`config.mk`:
```
export PLATFORM = sky130hd
export DESIGN_NAME = pos_ring_node_router_fifo_flat
export DESIGN_NICKNAME = d
export VERILOG_FILES = /design/src/rtl/pos_ring_node_router_fifo_pkg.sv /design/src/rtl/pos_ring_node_router_fifo_if.sv /design/src/rtl/pos_ring_node_router_fifo_pe_fifo.sv /design/src/rtl/pos_ring_node_router_fifo.sv /design/src/flat_wrapper.sv
export SDC_FILE = /design/constraint.sdc
export NUM_CORES = 2
export LEC_CHECK = 0
export CORE_MARGIN = 2
export CORE_UTILIZATION = 63
export CTS_BUF_LIST = sky130_fd_sc_hd__clkbuf_16
export CTS_CLUSTER_SIZE = 12
export DETAILED_ROUTE_END_ITERATION = 12
export HOLD_SLACK_MARGIN = 0.12
export PLACE_DENSITY = 0.84
export SLEW_MARGIN = 30
export SYNTH_ARGS = -nofsm -noshare
export SYNTH_HDL_FRONTEND = slang
export SYNTH_HIERARCHICAL = 1
export SYNTH_SLANG_ARGS = --single-unit
export TNS_END_PERCENT = 50
```
`constraint.sdc`:
```
create_clock -name clk -period 18 [get_ports clk]
set_input_delay 5.4 -clock clk [delete_from_list [all_inputs] [get_ports clk]]
set_output_delay 5.4 -clock clk [all_outputs]
set_load 0.03 [all_outputs]
```
`src/rtl/pos_ring_node_router_fifo_pkg.sv`:
```
// Shared widths, injection constants and packet field helpers for the
// position-ring node router.
package pos_ring_node_router_fifo_pkg;

  localparam int DEF_OFFSET_W        = 23;
  localparam int DEF_CELL_ID_W       = 3;
  localparam int DEF_GCID_W          = 2;
  localparam int DEF_ELEMENT_W       = 2;
  localparam int DEF_PID_W           = 8;
  localparam int DEF_LIFETIME_W      = 4;
  localparam int DEF_INJECT_LIFETIME = 12;
  localparam int DEF_LOCAL_CID       = 2;
  localparam int DEF_FIFO_DEPTH      = 16;
  localparam int DEF_AF_MARGIN       = 4;
  localparam int DEF_CNT_W           = 16;

  // Ring packet width: {pid, elem, z_off, y_off, x_off}
  function automatic int pkt_w(int off_w, int elem_w, int pid_w);
    return 3 * off_w + elem_w + pid_w;
  endfunction

  // PE packet width: {pid, elem, {cid,z_off}, {cid,y_off}, {cid,x_off}}
  function automatic int pos_w(int cid_w, int off_w, int elem_w, int pid_w);
    return 3 * (cid_w + off_w) + elem_w + pid_w;
  endfunction

  // LSB of the offset of a given axis (0=x, 1=y, 2=z) inside a ring packet
  function automatic int axis_lsb(int axis, int off_w);
    return axis * off_w;
  endfunction

  localparam int DEF_PKT_W = pkt_w(DEF_OFFSET_W, DEF_ELEMENT_W, DEF_PID_W);
  localparam int DEF_POS_W = pos_w(DEF_CELL_ID_W, DEF_OFFSET_W, DEF_ELEMENT_W, DEF_PID_W);

endpackage

```
`src/rtl/pos_ring_node_router_fifo_if.sv`:
```
// Handshake bundle between the router and its neighbours: the pos-cache
// injection channel and the PE delivery channel.
//
// Handshake rule (both channels): a transfer happens on a rising clk edge
// where valid & ready are both 1. The producer holds data stable while valid
// is high and not yet accepted; ready may depend combinationally on state and
// other inputs but never on the data lines.
interface pos_ring_node_router_fifo_if #(
  parameter int PKT_W   = pos_ring_node_router_fifo_pkg::DEF_PKT_W,
  parameter int GCID3_W = 3 * pos_ring_node_router_fifo_pkg::DEF_GCID_W,
  parameter int POS_W   = pos_ring_node_router_fifo_pkg::DEF_POS_W
);
  // injection channel (pos cache -> router)
  logic [PKT_W-1:0]   local_offset_pkt;
  logic [GCID3_W-1:0] local_gcid;
  logic               local_valid;
  logic               local_ready;
  // delivery channel (router -> PE)
  logic [POS_W-1:0]   pos_pkt_to_pe;
  logic               pos_pkt_to_pe_valid;
  logic               pe_ready;

  // environment side: pos cache producer and PE consumer
  modport master (
    output local_offset_pkt, local_gcid, local_valid, pe_ready,
    input  local_ready, pos_pkt_to_pe, pos_pkt_to_pe_valid
  );

  // router side
  modport slave (
    input  local_offset_pkt, local_gcid, local_valid, pe_ready,
    output local_ready, pos_pkt_to_pe, pos_pkt_to_pe_valid
  );
endinterface

```
`src/rtl/pos_ring_node_router_fifo_pe_fifo.sv`:
```
// Synchronous first-word-fall-through FIFO feeding the PE. The head entry is
// presented combinationally; an empty FIFO presents all zeros so the PE bus
// is quiet after reset. Push while full succeeds only alongside a pop.
module pos_pe_fifo #(
  parameter int WIDTH = 8,
  parameter int DEPTH = 16,
  localparam int AW   = $clog2(DEPTH)
) (
  input  logic             clk,
  input  logic             rst_n,
  input  logic             push,
  input  logic [WIDTH-1:0] push_data,
  input  logic             pop,
  output logic [WIDTH-1:0] pop_data,
  output logic             valid,
  output logic             full,
  output logic [AW:0]      count
);

  logic [WIDTH-1:0] mem [DEPTH];
  logic [AW-1:0]    wr_ptr;
  logic [AW-1:0]    rd_ptr;
  logic             empty;
  logic             pop_ok;
  logic             push_ok;

  // status and accepted-operation qualification
  always_comb begin
    empty    = (count == '0);
    full     = (count == (AW+1)'(DEPTH));
    valid    = ~empty;
    pop_ok   = pop & ~empty;
    push_ok  = push & (~full | pop_ok);
    pop_data = empty ? '0 : mem[rd_ptr];
  end

  // storage write; contents need no reset since count gates visibility
  always_ff @(posedge clk) begin
    if (push_ok) mem[wr_ptr] <= push_data;
  end

  // pointers wrap naturally at DEPTH (power of two); count tracks occupancy
  always_ff @(posedge clk or negedge rst_n) begin
    if (!rst_n) begin
      wr_ptr <= '0;
      rd_ptr <= '0;
      count  <= '0;
    end else begin
      if (push_ok) wr_ptr <= wr_ptr + AW'(1);
      if (pop_ok)  rd_ptr <= rd_ptr + AW'(1);
      case ({push_ok, pop_ok})
        2'b10:   count <= count + (AW+1)'(1);
        2'b01:   count <= count - (AW+1)'(1);
        default: count <= count;
      endcase
    end
  end

endmodule

```
`src/rtl/pos_ring_node_router_fifo.sv`:
```
// Position-ring node router: forwards live ring slots (decrementing lifetime
// on a hit), injects pos-cache packets into empty slots, and queues hit or
// injected packets for the PE with cell ids attached.
module pos_ring_node_router_fifo
  import pos_ring_node_router_fifo_pkg::*;
#(
  parameter int OFFSET_W        = DEF_OFFSET_W,
  parameter int CELL_ID_W       = DEF_CELL_ID_W,
  parameter int GCID_W          = DEF_GCID_W,
  parameter int ELEMENT_W       = DEF_ELEMENT_W,
  parameter int PID_W           = DEF_PID_W,
  parameter int LIFETIME_W      = DEF_LIFETIME_W,
  parameter int INJECT_LIFETIME = DEF_INJECT_LIFETIME,
  parameter int LOCAL_CID       = DEF_LOCAL_CID,
  parameter int FIFO_DEPTH      = DEF_FIFO_DEPTH,
  parameter int AF_MARGIN       = DEF_AF_MARGIN,
  parameter int CNT_W           = DEF_CNT_W,
  localparam int PKT_W          = pkt_w(OFFSET_W, ELEMENT_W, PID_W),
  localparam int POS_W          = pos_w(CELL_ID_W, OFFSET_W, ELEMENT_W, PID_W),
  localparam int CNT_FW         = $clog2(FIFO_DEPTH) + 1
) (
  input  logic                  clk,
  input  logic                  rst_n,
  input  logic                  i_hit,
  input  logic                  i_dispatcher_back_pressure,
  input  logic                  i_inject_en,
  input  logic [PKT_W-1:0]      i_source_offset_pkt,
  input  logic [3*GCID_W-1:0]   i_source_gcid,
  input  logic [LIFETIME_W-1:0] i_source_lifetime,
  input  logic [CELL_ID_W-1:0]  i_cid_x,
  input  logic [CELL_ID_W-1:0]  i_cid_y,
  input  logic [CELL_ID_W-1:0]  i_cid_z,
  pos_ring_node_router_fifo_if.slave bus,
  output logic [PKT_W-1:0]      o_offset_pkt_to_ring,
  output logic [3*GCID_W-1:0]   o_gcid_to_ring,
  output logic [LIFETIME_W-1:0] o_lifetime_to_ring,
  output logic [CNT_FW-1:0]     o_fifo_count,
  output logic [CNT_W-1:0]      o_hit_count,
  output logic [CNT_W-1:0]      o_drop_count,
  output logic                  o_overflow
);

  localparam int TAIL_W = ELEMENT_W + PID_W;
  localparam logic [CELL_ID_W-1:0] LCID = CELL_ID_W'(LOCAL_CID);

  // Re-pack a ring packet for the PE, inserting a cell id above each offset.
  function automatic logic [POS_W-1:0] make_pos(
    input logic [PKT_W-1:0]     p,
    input logic [CELL_ID_W-1:0] cx,
    input logic [CELL_ID_W-1:0] cy,
    input logic [CELL_ID_W-1:0] cz
  );
    logic [TAIL_W-1:0]   tail;
    logic [OFFSET_W-1:0] ox, oy, oz;
    tail = p[PKT_W-1 -: TAIL_W];
    ox   = p[axis_lsb(0, OFFSET_W) +: OFFSET_W];
    oy   = p[axis_lsb(1, OFFSET_W) +: OFFSET_W];
    oz   = p[axis_lsb(2, OFFSET_W) +: OFFSET_W];
    return {tail, cz, oz, cy, oy, cx, ox};
  endfunction

  logic              slot_live;
  logic              inject_room;
  logic              local_ready;
  logic              accept;
  logic              hit_push;
  logic              push;
  logic              pop;
  logic              drop;
  logic              fifo_full;
  logic [POS_W-1:0]  push_data;
  logic [CNT_FW-1:0] fifo_count;

  // injection gating and PE packet selection
  always_comb begin
    slot_live   = |i_source_lifetime;
    inject_room = (fifo_count <= CNT_FW'(FIFO_DEPTH - AF_MARGIN));
    local_ready = ~slot_live & i_inject_en & ~i_dispatcher_back_pressure & inject_room;
    accept      = bus.local_valid & local_ready;
    hit_push    = slot_live & i_hit;
    push        = hit_push | accept;
    push_data   = slot_live ? make_pos(i_source_offset_pkt, i_cid_x, i_cid_y, i_cid_z)
                            : make_pos(bus.local_offset_pkt, LCID, LCID, LCID);
    pop         = bus.pos_pkt_to_pe_valid & bus.pe_ready;
    drop        = push & fifo_full & ~pop;
  end

  assign bus.local_ready = local_ready;
  assign o_fifo_count    = fifo_count;

  // ring slot register: forward live slots, fill empty slots on injection
  always_ff @(posedge clk or negedge rst_n) begin
    if (!rst_n) begin
      o_offset_pkt_to_ring <= '0;
      o_gcid_to_ring       <= '0;
      o_lifetime_to_ring   <= '0;
    end else if (slot_live) begin
      o_offset_pkt_to_ring <= i_source_offset_pkt;
      o_gcid_to_ring       <= i_source_gcid;
      o_lifetime_to_ring   <= i_hit ? i_source_lifetime - LIFETIME_W'(1) : i_source_lifetime;
    end else if (accept) begin
      o_offset_pkt_to_ring <= bus.local_offset_pkt;
      o_gcid_to_ring       <= bus.local_gcid;
      o_lifetime_to_ring   <= LIFETIME_W'(INJECT_LIFETIME);
    end else begin
      o_lifetime_to_ring   <= '0;
    end
  end

  // saturating statistics and sticky overflow flag
  always_ff @(posedge clk or negedge rst_n) begin
    if (!rst_n) begin
      o_hit_count  <= '0;
      o_drop_count <= '0;
      o_overflow   <= 1'b0;
    end else begin
      if (hit_push && !(&o_hit_count)) o_hit_count <= o_hit_count + CNT_W'(1);
      if (drop) begin
        if (!(&o_drop_count)) o_drop_count <= o_drop_count + CNT_W'(1);
        o_overflow <= 1'b1;
      end
    end
  end

  pos_pe_fifo #(
    .WIDTH (POS_W),
    .DEPTH (FIFO_DEPTH)
  ) u_pe_fifo (
    .clk       (clk),
    .rst_n     (rst_n),
    .push      (push),
    .push_data (push_data),
    .pop       (bus.pe_ready),
    .pop_data  (bus.pos_pkt_to_pe),
    .valid     (bus.pos_pkt_to_pe_valid),
    .full      (fifo_full),
    .count     (fifo_count)
  );

endmodule

```
`src/flat_wrapper.sv`:
```
// flat-port wrapper written by rule: the top's interface ports become plain ports
module pos_ring_node_router_fifo_flat import pos_ring_node_router_fifo_pkg::*;
#(
  parameter int OFFSET_W        = DEF_OFFSET_W,
  parameter int CELL_ID_W       = DEF_CELL_ID_W,
  parameter int GCID_W          = DEF_GCID_W,
  parameter int ELEMENT_W       = DEF_ELEMENT_W,
  parameter int PID_W           = DEF_PID_W,
  parameter int LIFETIME_W      = DEF_LIFETIME_W,
  parameter int INJECT_LIFETIME = DEF_INJECT_LIFETIME,
  parameter int LOCAL_CID       = DEF_LOCAL_CID,
  parameter int FIFO_DEPTH      = DEF_FIFO_DEPTH,
  parameter int AF_MARGIN       = DEF_AF_MARGIN,
  parameter int CNT_W           = DEF_CNT_W,
  localparam int PKT_W          = pkt_w(OFFSET_W, ELEMENT_W, PID_W),
  localparam int POS_W          = pos_w(CELL_ID_W, OFFSET_W, ELEMENT_W, PID_W),
  localparam int CNT_FW         = $clog2(FIFO_DEPTH) + 1
)
  (clk, rst_n, i_hit, i_dispatcher_back_pressure, i_inject_en, i_source_offset_pkt, i_source_gcid, i_source_lifetime, i_cid_x, i_cid_y, i_cid_z, o_offset_pkt_to_ring, o_gcid_to_ring, o_lifetime_to_ring, o_fifo_count, o_hit_count, o_drop_count, o_overflow, bus_local_offset_pkt, bus_local_gcid, bus_local_valid, bus_pe_ready, bus_local_ready, bus_pos_pkt_to_pe, bus_pos_pkt_to_pe_valid);
  pos_ring_node_router_fifo_if bus_i ();
  input  logic clk;
  input  logic rst_n;
  input  logic i_hit;
  input  logic i_dispatcher_back_pressure;
  input  logic i_inject_en;
  input  logic [PKT_W-1:0] i_source_offset_pkt;
  input  logic [3*GCID_W-1:0] i_source_gcid;
  input  logic [LIFETIME_W-1:0] i_source_lifetime;
  input  logic [CELL_ID_W-1:0] i_cid_x;
  input  logic [CELL_ID_W-1:0] i_cid_y;
  input  logic [CELL_ID_W-1:0] i_cid_z;
  output logic [PKT_W-1:0] o_offset_pkt_to_ring;
  output logic [3*GCID_W-1:0] o_gcid_to_ring;
  output logic [LIFETIME_W-1:0] o_lifetime_to_ring;
  output logic [CNT_FW-1:0] o_fifo_count;
  output logic [CNT_W-1:0] o_hit_count;
  output logic [CNT_W-1:0] o_drop_count;
  output logic o_overflow;
  input wire logic [$bits(bus_i.local_offset_pkt)-1:0] bus_local_offset_pkt;
  input wire logic [$bits(bus_i.local_gcid)-1:0] bus_local_gcid;
  input wire logic [$bits(bus_i.local_valid)-1:0] bus_local_valid;
  input wire logic [$bits(bus_i.pe_ready)-1:0] bus_pe_ready;
  output wire logic [$bits(bus_i.local_ready)-1:0] bus_local_ready;
  output wire logic [$bits(bus_i.pos_pkt_to_pe)-1:0] bus_pos_pkt_to_pe;
  output wire logic [$bits(bus_i.pos_pkt_to_pe_valid)-1:0] bus_pos_pkt_to_pe_valid;
  assign bus_i.local_offset_pkt = bus_local_offset_pkt;
  assign bus_i.local_gcid = bus_local_gcid;
  assign bus_i.local_valid = bus_local_valid;
  assign bus_i.pe_ready = bus_pe_ready;
  assign bus_local_ready = bus_i.local_ready;
  assign bus_pos_pkt_to_pe = bus_i.pos_pkt_to_pe;
  assign bus_pos_pkt_to_pe_valid = bus_i.pos_pkt_to_pe_valid;
  pos_ring_node_router_fifo #(.OFFSET_W(OFFSET_W), .CELL_ID_W(CELL_ID_W), .GCID_W(GCID_W), .ELEMENT_W(ELEMENT_W), .PID_W(PID_W), .LIFETIME_W(LIFETIME_W), .INJECT_LIFETIME(INJECT_LIFETIME), .LOCAL_CID(LOCAL_CID), .FIFO_DEPTH(FIFO_DEPTH), .AF_MARGIN(AF_MARGIN), .CNT_W(CNT_W)) u_core (.clk(clk), .rst_n(rst_n), .i_hit(i_hit), .i_dispatcher_back_pressure(i_dispatcher_back_pressure), .i_inject_en(i_inject_en), .i_source_offset_pkt(i_source_offset_pkt), .i_source_gcid(i_source_gcid), .i_source_lifetime(i_source_lifetime), .i_cid_x(i_cid_x), .i_cid_y(i_cid_y), .i_cid_z(i_cid_z), .bus(bus_i), .o_offset_pkt_to_ring(o_offset_pkt_to_ring), .o_gcid_to_ring(o_gcid_to_ring), .o_lifetime_to_ring(o_lifetime_to_ring), .o_fifo_count(o_fifo_count), .o_hit_count(o_hit_count), .o_drop_count(o_drop_count), .o_overflow(o_overflow));
endmodule
```
## Yosys cells after proc, flatten, opt, wreduce, memory -nomap -nowiden

Memory sizes are Yosys's and may differ from the RTL's.
Index checks and enable logic that the tools add are counted.

| operators by class | value |
|---|---|
| add/sub/neg operators | 7 |
| magnitude comparators | 1 |
| equal/unequal tests | 3 |
| muxes and demuxes | 12 |
| bitwise logic cells | 17 |
| reduce and logical (&&, ||, !) cells | 9 |

Operators with widths:

| cell | count |
|---|---|
| $mux 88 | 2 |
| $mux 79 | 2 |
| $add 16x1->16 const B | 2 |
| $reduce_and 16->1 | 2 |
| $mux 4 | 3 |
| $mux 6 | 2 |
| $pmux 5 s2 | 1 |
| $and 1x1->1 | 9 |
| $add 4x1->4 const B | 2 |
| $not 1->1 | 6 |
| $add 5x1->5 const B | 1 |
| $eq 5x5->1 const B | 1 |
| $le 5x4->1 const B | 1 |
| $logic_not 5->1 | 1 |
| $sub 5x1->5 const B | 1 |
| $reduce_bool 2->1 | 2 |
| $reduce_or 4->1 | 1 |
| $sub 4x1->4 const B | 1 |
| $eq 2x1->1 const B | 1 |
| $eq 2x2->1 const B | 1 |
| $mux 1 | 2 |
| $or 1x1->1 | 2 |
| $reduce_and 2->1 | 1 |
| $logic_and 1x1->1 | 1 |
| $logic_not 1->1 | 1 |

| word-level totals | value |
|---|---|
| register bits | 135 |
| memory bits (writable) | 1408 |
| output and inout bits | 217 |
| logic and storage cells | 59 |
| memories | 1 |

Memories:

| memory | words | bits a word | rd ports | clocked after Yosys merged registers in | write ports | line | RTL |
|---|---|---|---|---|---|---|---|
| u_core.u_pe_fifo.mem | 16 | 88 | 1 | 0 | 1 | pos_ring_node_router_fifo_pe_fifo.sv:20 | `logic [WIDTH-1:0] mem [DEPTH];` |

## Logic depth before layout (Yosys ltp)

| logic depth | value |
|---|---|
| depth after elaboration | 10 |
| gate-level depth with buffers | 14 |

## Hierarchy

Netlist, hierarchy kept.

By module, submodules not included:

| module | times used | cells each | area an instance (um2) |
|---|---|---|---|
| pos_pe_fifo | 1 | 2252 | 53802.9 |
| pos_ring_node_router_fifo | 1 | 464 | 5972.0 |

## Worst setup path after synthesis

Ideal clock, no wire load.

| path | value |
|---|---|
| kind | input-to-reg |
| start point | input i_source_lifetime[0] |
| end point | memory u_core/u_pe_fifo/mem[0][0] (netlist name), enable pin |
| library setup time | 751 ps |
| data arrival time | 14943 ps |
| data required time | 17249 ps |
| slack | 2306 ps |
| cell stages on the path | 8 |
| buffers on the path | 1 |
| path through | inv_1 > ha_1 > nor3b_4 > nand4_1 > buf_2 > nand2_1 > o31ai_4 > nor4_1 |

| between the ends | value |
|---|---|
| cells in the longest elaborated chain, start to end | 10 |
| elaborated cells between the ends (all ways) | 11 |

Ends and longest elaborated chain:

| item | line | RTL |
|---|---|---|
| start: declaration | flat_wrapper.sv:28 | `input logic [LIFETIME_W-1:0] i_source_lifetime;` |
| $reduce_or 4->1 (*) | pos_ring_node_router_fifo.sv:76 | `slot_live = \|i_source_lifetime;` |
| $not 1->1 | pos_ring_node_router_fifo.sv:78 | `local_ready = ~slot_live & i_inject_en & ~i_dispatcher_back_pressure & inject_room;` |
| $and 1x1->1 (3 in a row) | pos_ring_node_router_fifo.sv:78 |  |
| $and 1x1->1 | pos_ring_node_router_fifo.sv:79 | `accept = bus.local_valid & local_ready;` |
| $or 1x1->1 (*) | pos_ring_node_router_fifo.sv:81 | `push = hit_push \| accept;` |
| via u_core.push | pos_ring_node_router_fifo.sv:67 | `logic push;` |
| $and 1x1->1 (*) | pos_ring_node_router_fifo_pe_fifo.sv:33 | `push_ok = push & (~full \| pop_ok);` |
| $mux 1 (*) | pos_ring_node_router_fifo_pe_fifo.sv:39 | `if (push_ok) mem[wr_ptr] <= push_data;` |
| $mux 1 (implied by the code) (*) | pos_ring_node_router_fifo_pe_fifo.sv:39 |  |
| end: declaration | pos_ring_node_router_fifo_pe_fifo.sv:20 |  |

The timed path passes the listed nets; every way through them passes the cells marked *.

## Worst setup path in the final report

| path | value |
|---|---|
| start point | input i_source_lifetime[0] |
| end point | output bus_local_ready |

| between the ends | value |
|---|---|
| cells in the longest elaborated chain, start to end | 5 |

Ends and longest elaborated chain:

| item | line | RTL |
|---|---|---|
| $reduce_or 4->1 | pos_ring_node_router_fifo.sv:76 |  |
| $not 1->1 | pos_ring_node_router_fifo.sv:78 |  |
| $and 1x1->1 (3 in a row) | pos_ring_node_router_fifo.sv:78 |  |
| end: declaration | flat_wrapper.sv:43 | `output wire logic [$bits(bus_i.local_ready)-1:0] bus_local_ready;` |

Every way passes these cells.

==> flow_summary.yaml <==
worst_setup_path:
  crit_cells: 6
  crit_top_cell: "clkdlybuf4s50_1"
  crit_arrival_ns: 7.37
  critPathBufInv: 3
  rr_worst_depth: 7
  crit_path_max_fanout: 4
  critPathTopFamily: "buffers and inverters"
  cp_slowest_cell: "clkdlybuf4s50_1"
  critPathMaxStageDelay_ns: 0.67
  crit_chain: "clkdlybuf4s50_1, inv_1, ha_1, nor3b_4, and3_1, clkdlybuf4s50_1"
  start_kind: "input pin"
  end_kind: "primary output"
  worstSetupPathType: "in2out"
  cp.required_ns: 12.60
floorplan:
  core_sq_um: 93600
  io-pin-count: 407
  die_h_um: 312
  die_w_um: 312
  initial_utilization_pct: 63.9
  die_area_sq_um: 97400
  row_count: 112
clocking:
  cts-resized-gates: 0
  postCtsSetupBuffers: 0
  cts-root-buf: "clkbuf_16"
  clkTransAtPathRegs_ns: 0.06
  h-tree-depth: 4
  hold_buffers: 0
  cts_buffers: 153
  cts_tree: "built"
  clk_latency_ns: 0.75
  clk_path_buf_depth: 3
  cts_sinks: 1543
cells_and_area:
  antenna_cells: 0
  layout-drive-gt1-share_pct: 24.0
  nets: 3390
  final_cells: 4556
  area_growth_pct: 16.9
  final_area_sq_um: 69900
detailed_routing:
  drtIter0Drc: 4685
  vias: 32000
  wl_um: 160000
  drt_pass1_iterations: 5
  drt-wirelength-per-cell_um: 35.1
  drtAntennaViolNets: 0
  drc: 0
  viasPerCell: 7.03
synth:
  syn_nets: 2918
  syn_area_sq_um: 59800
  syn_inst: 2716
  synth.avg_cell_area_sq_um: 22.0
  async_flop_share_pct: 8.75
  synthFlopType: "edfxtp_1"
  ys_types: 50
  ys_ff_latch: 1543
  yosysWarnings: 6
  synth_edf_count: 1408
  synth-seq-area-share_pct: 76.4
min_path:
  min_path_type: "reg2reg"
  hold-path-cell-count: 1
timing:
  slew_viol_final: 0
  rsz0062_at_grt: "false"
  relSlewSlack_pct: 29.9
  finalSetupViolCount: 0
  max_freq_ghz: 0.0783
  fin_worst_skew_ns: 0.0169
  fin_crit_ns: 12.77
  period_share_pct: 70.9
  fin_setup_tns_ns: 0
  tightest_slew_ns: 1.05
  hold_viol_final: 0
placed_design:
  post-dp-hpwl_um: 77200
  post_dp_cell_area_sq_um: 65300
  gp_congestion: 0.803
  dp.cells: 4283
  port_buffers: 406
grt:
  track_usage_pct: 33.2
  grt_antenna_before_repair: 2
  grt_pass1_vias: 34000
  grt_start_max_net_pins: 144
  overflow: 0
  grt_pass1_wl_um: 233000
power_and_ir_drop:
  leakagePower_uw: 0.0231
  powerDensity_nw_per_um2: 160
  ir_worst_vdd_uv: 140
  p_total_uw: 11200
flow_run:
  maxCapViolCount: 0
run_status:
  status: "finished clean"
-- metrics by stage --
step           hold slack, ns  worst slack, ns  util (%)
2_1_floorplan           0.569             2.31         -
3_3_place_gp            0.460             5.26      69.7
3_5_place_dp            0.451             5.26      69.8
4_1_cts                 0.481             5.24      74.5
5_1_grt                 0.506             5.19      74.7
6_report                0.478             5.23      74.7
-- flip-flops by register name, summed over array words and instances (netlist names) --
register	count
u_core/u_pe_fifo/mem	1408
u_core/o_offset_pkt_to_ring	79
u_core/o_drop_count	16
u_core/o_hit_count	16
u_core/o_gcid_to_ring	6
u_core/u_pe_fifo/count	5
u_core/o_lifetime_to_ring	4
u_core/u_pe_fifo/rd_ptr	4
u_core/u_pe_fifo/wr_ptr	4
u_core/o_overflow	1
-- cells in the final DEF (no fill, tap or decap), drive strengths merged, types with 6 or more instances in the layout --
cell and n:
clkinv 22, xor2 10, o21ai 91, mux2 173, ha 11, clkbuf 156, dfrtp 135, mux2i 97
inv 106, nor2 30, and3 13, nand3 18, nand2b 6, a21oi 19, xnor2 25, clkdlybuf4s50 405
a22oi 82, nor2b 6, edfxtp 1408, buf 54, nand2 29, nor4 6, mux4 352, nand4 12
-- logic make-up after synthesis --
| kind of cell | count (synthesis) | share of synthesized area [%] |
|---|---|---|
| xor gates and xnor gates | 35 | 0.513 |
| muxes | 622 | 18.2 |
| buffers and inverters | 159 | 1.23 |
| AOI/OAI and AO/OA | 207 | 2.20 |
| and+or+nand+nor | 138 | 1.24 |
| adders and majority gates | 12 | 0.264 |
| DFF | 1543 | 76.4 |
-- synthesized netlist by cell type (3+ instances only) --
master    number  area share [%]
nand4_1       12            0.13
nand2b_1       6           0.063
xor2_1        10            0.15
nand3_1       18            0.15
nor2b_1        6           0.063
dfrtp_1      135             5.7
mux4_2       352              13
clkbuf_1      49            0.31
o211ai_1       4           0.050
buf_4         10            0.13
a22oi_1       82             1.0
mux2i_1       96             1.6
nor4_1         5           0.052
buf_2         74            0.62
a21oi_1       19            0.16
xnor2_1       25            0.37
edfxtp_1    1408              71
or2_2          3           0.031
nand2_1       29            0.18
mux2_2       173             3.3
nor2_1        30            0.19
and4_1         3           0.044
and3_1        13            0.14
ha_1          11            0.23
nor3_1         3           0.025
inv_1         17            0.11
o21ai_0       88            0.74
buf_1          7           0.044
-- where the power goes --
part	internal, uW	switching (uW)	leakage (uW)
sequential	4280	225	0.0143
combinational	1520	2230	0.00628
clock	1580	1330	0.00246
-- final timing paths --
path                       slack, ns                 startpoint                               to
setup / recovery                5.23       i_source_lifetime[0]                  bus_local_ready
hold / removal                  0.48          u_core/o_overflow                u_core/o_overflow
setup reg to reg               13.16  u_core/u_pe_fifo/count[4]      u_core/u_pe_fifo/mem[6][58]
hold reg to reg                 0.48          u_core/o_overflow                u_core/o_overflow
max in group asynchronous      12.09                      rst_n  u_core/o_offset_pkt_to_ring[22]
min in group asynchronous       4.70                      rst_n  u_core/o_offset_pkt_to_ring[59]
-- cell type report --
type / instances / area, sq um
flip-flops and latches: 1543 / 45700
well taps: 1254 / 1570
fillers: 4723 / 23700
clock buffers: 156 / 3900
repair buffers: 459 / 4620
clock inverters: 113 / 529
inverters: 17 / 63.8
multi-input cells: 1014 / 13500
-- worst reg2reg max path, cell delays in order, from the launching register on --
cell and delay [ns]:
dfrtp_1 0.49, nor3b_1 0.36, nand4_1 0.66, nand2_1 0.57, o31ai_4 0.22, nor2_1 0.34
and3_4 0.85, buf_4 0.93
-- layer usage --
metal / routed length, um / vias to the layer above / share of wire, % / track usage (%)
li1: - / 12300 / - / -
met5: 0 / - / 0 / 0
met4: 6980 / 0 / 4.4 / 14.2
met3: 18700 / 470 / 12 / 7.60
met2: 81200 / 2810 / 51 / 55.0
met1: 53000 / 16500 / 33 / 43.1
No activity file was read; power rests on OpenSTA's default activity.
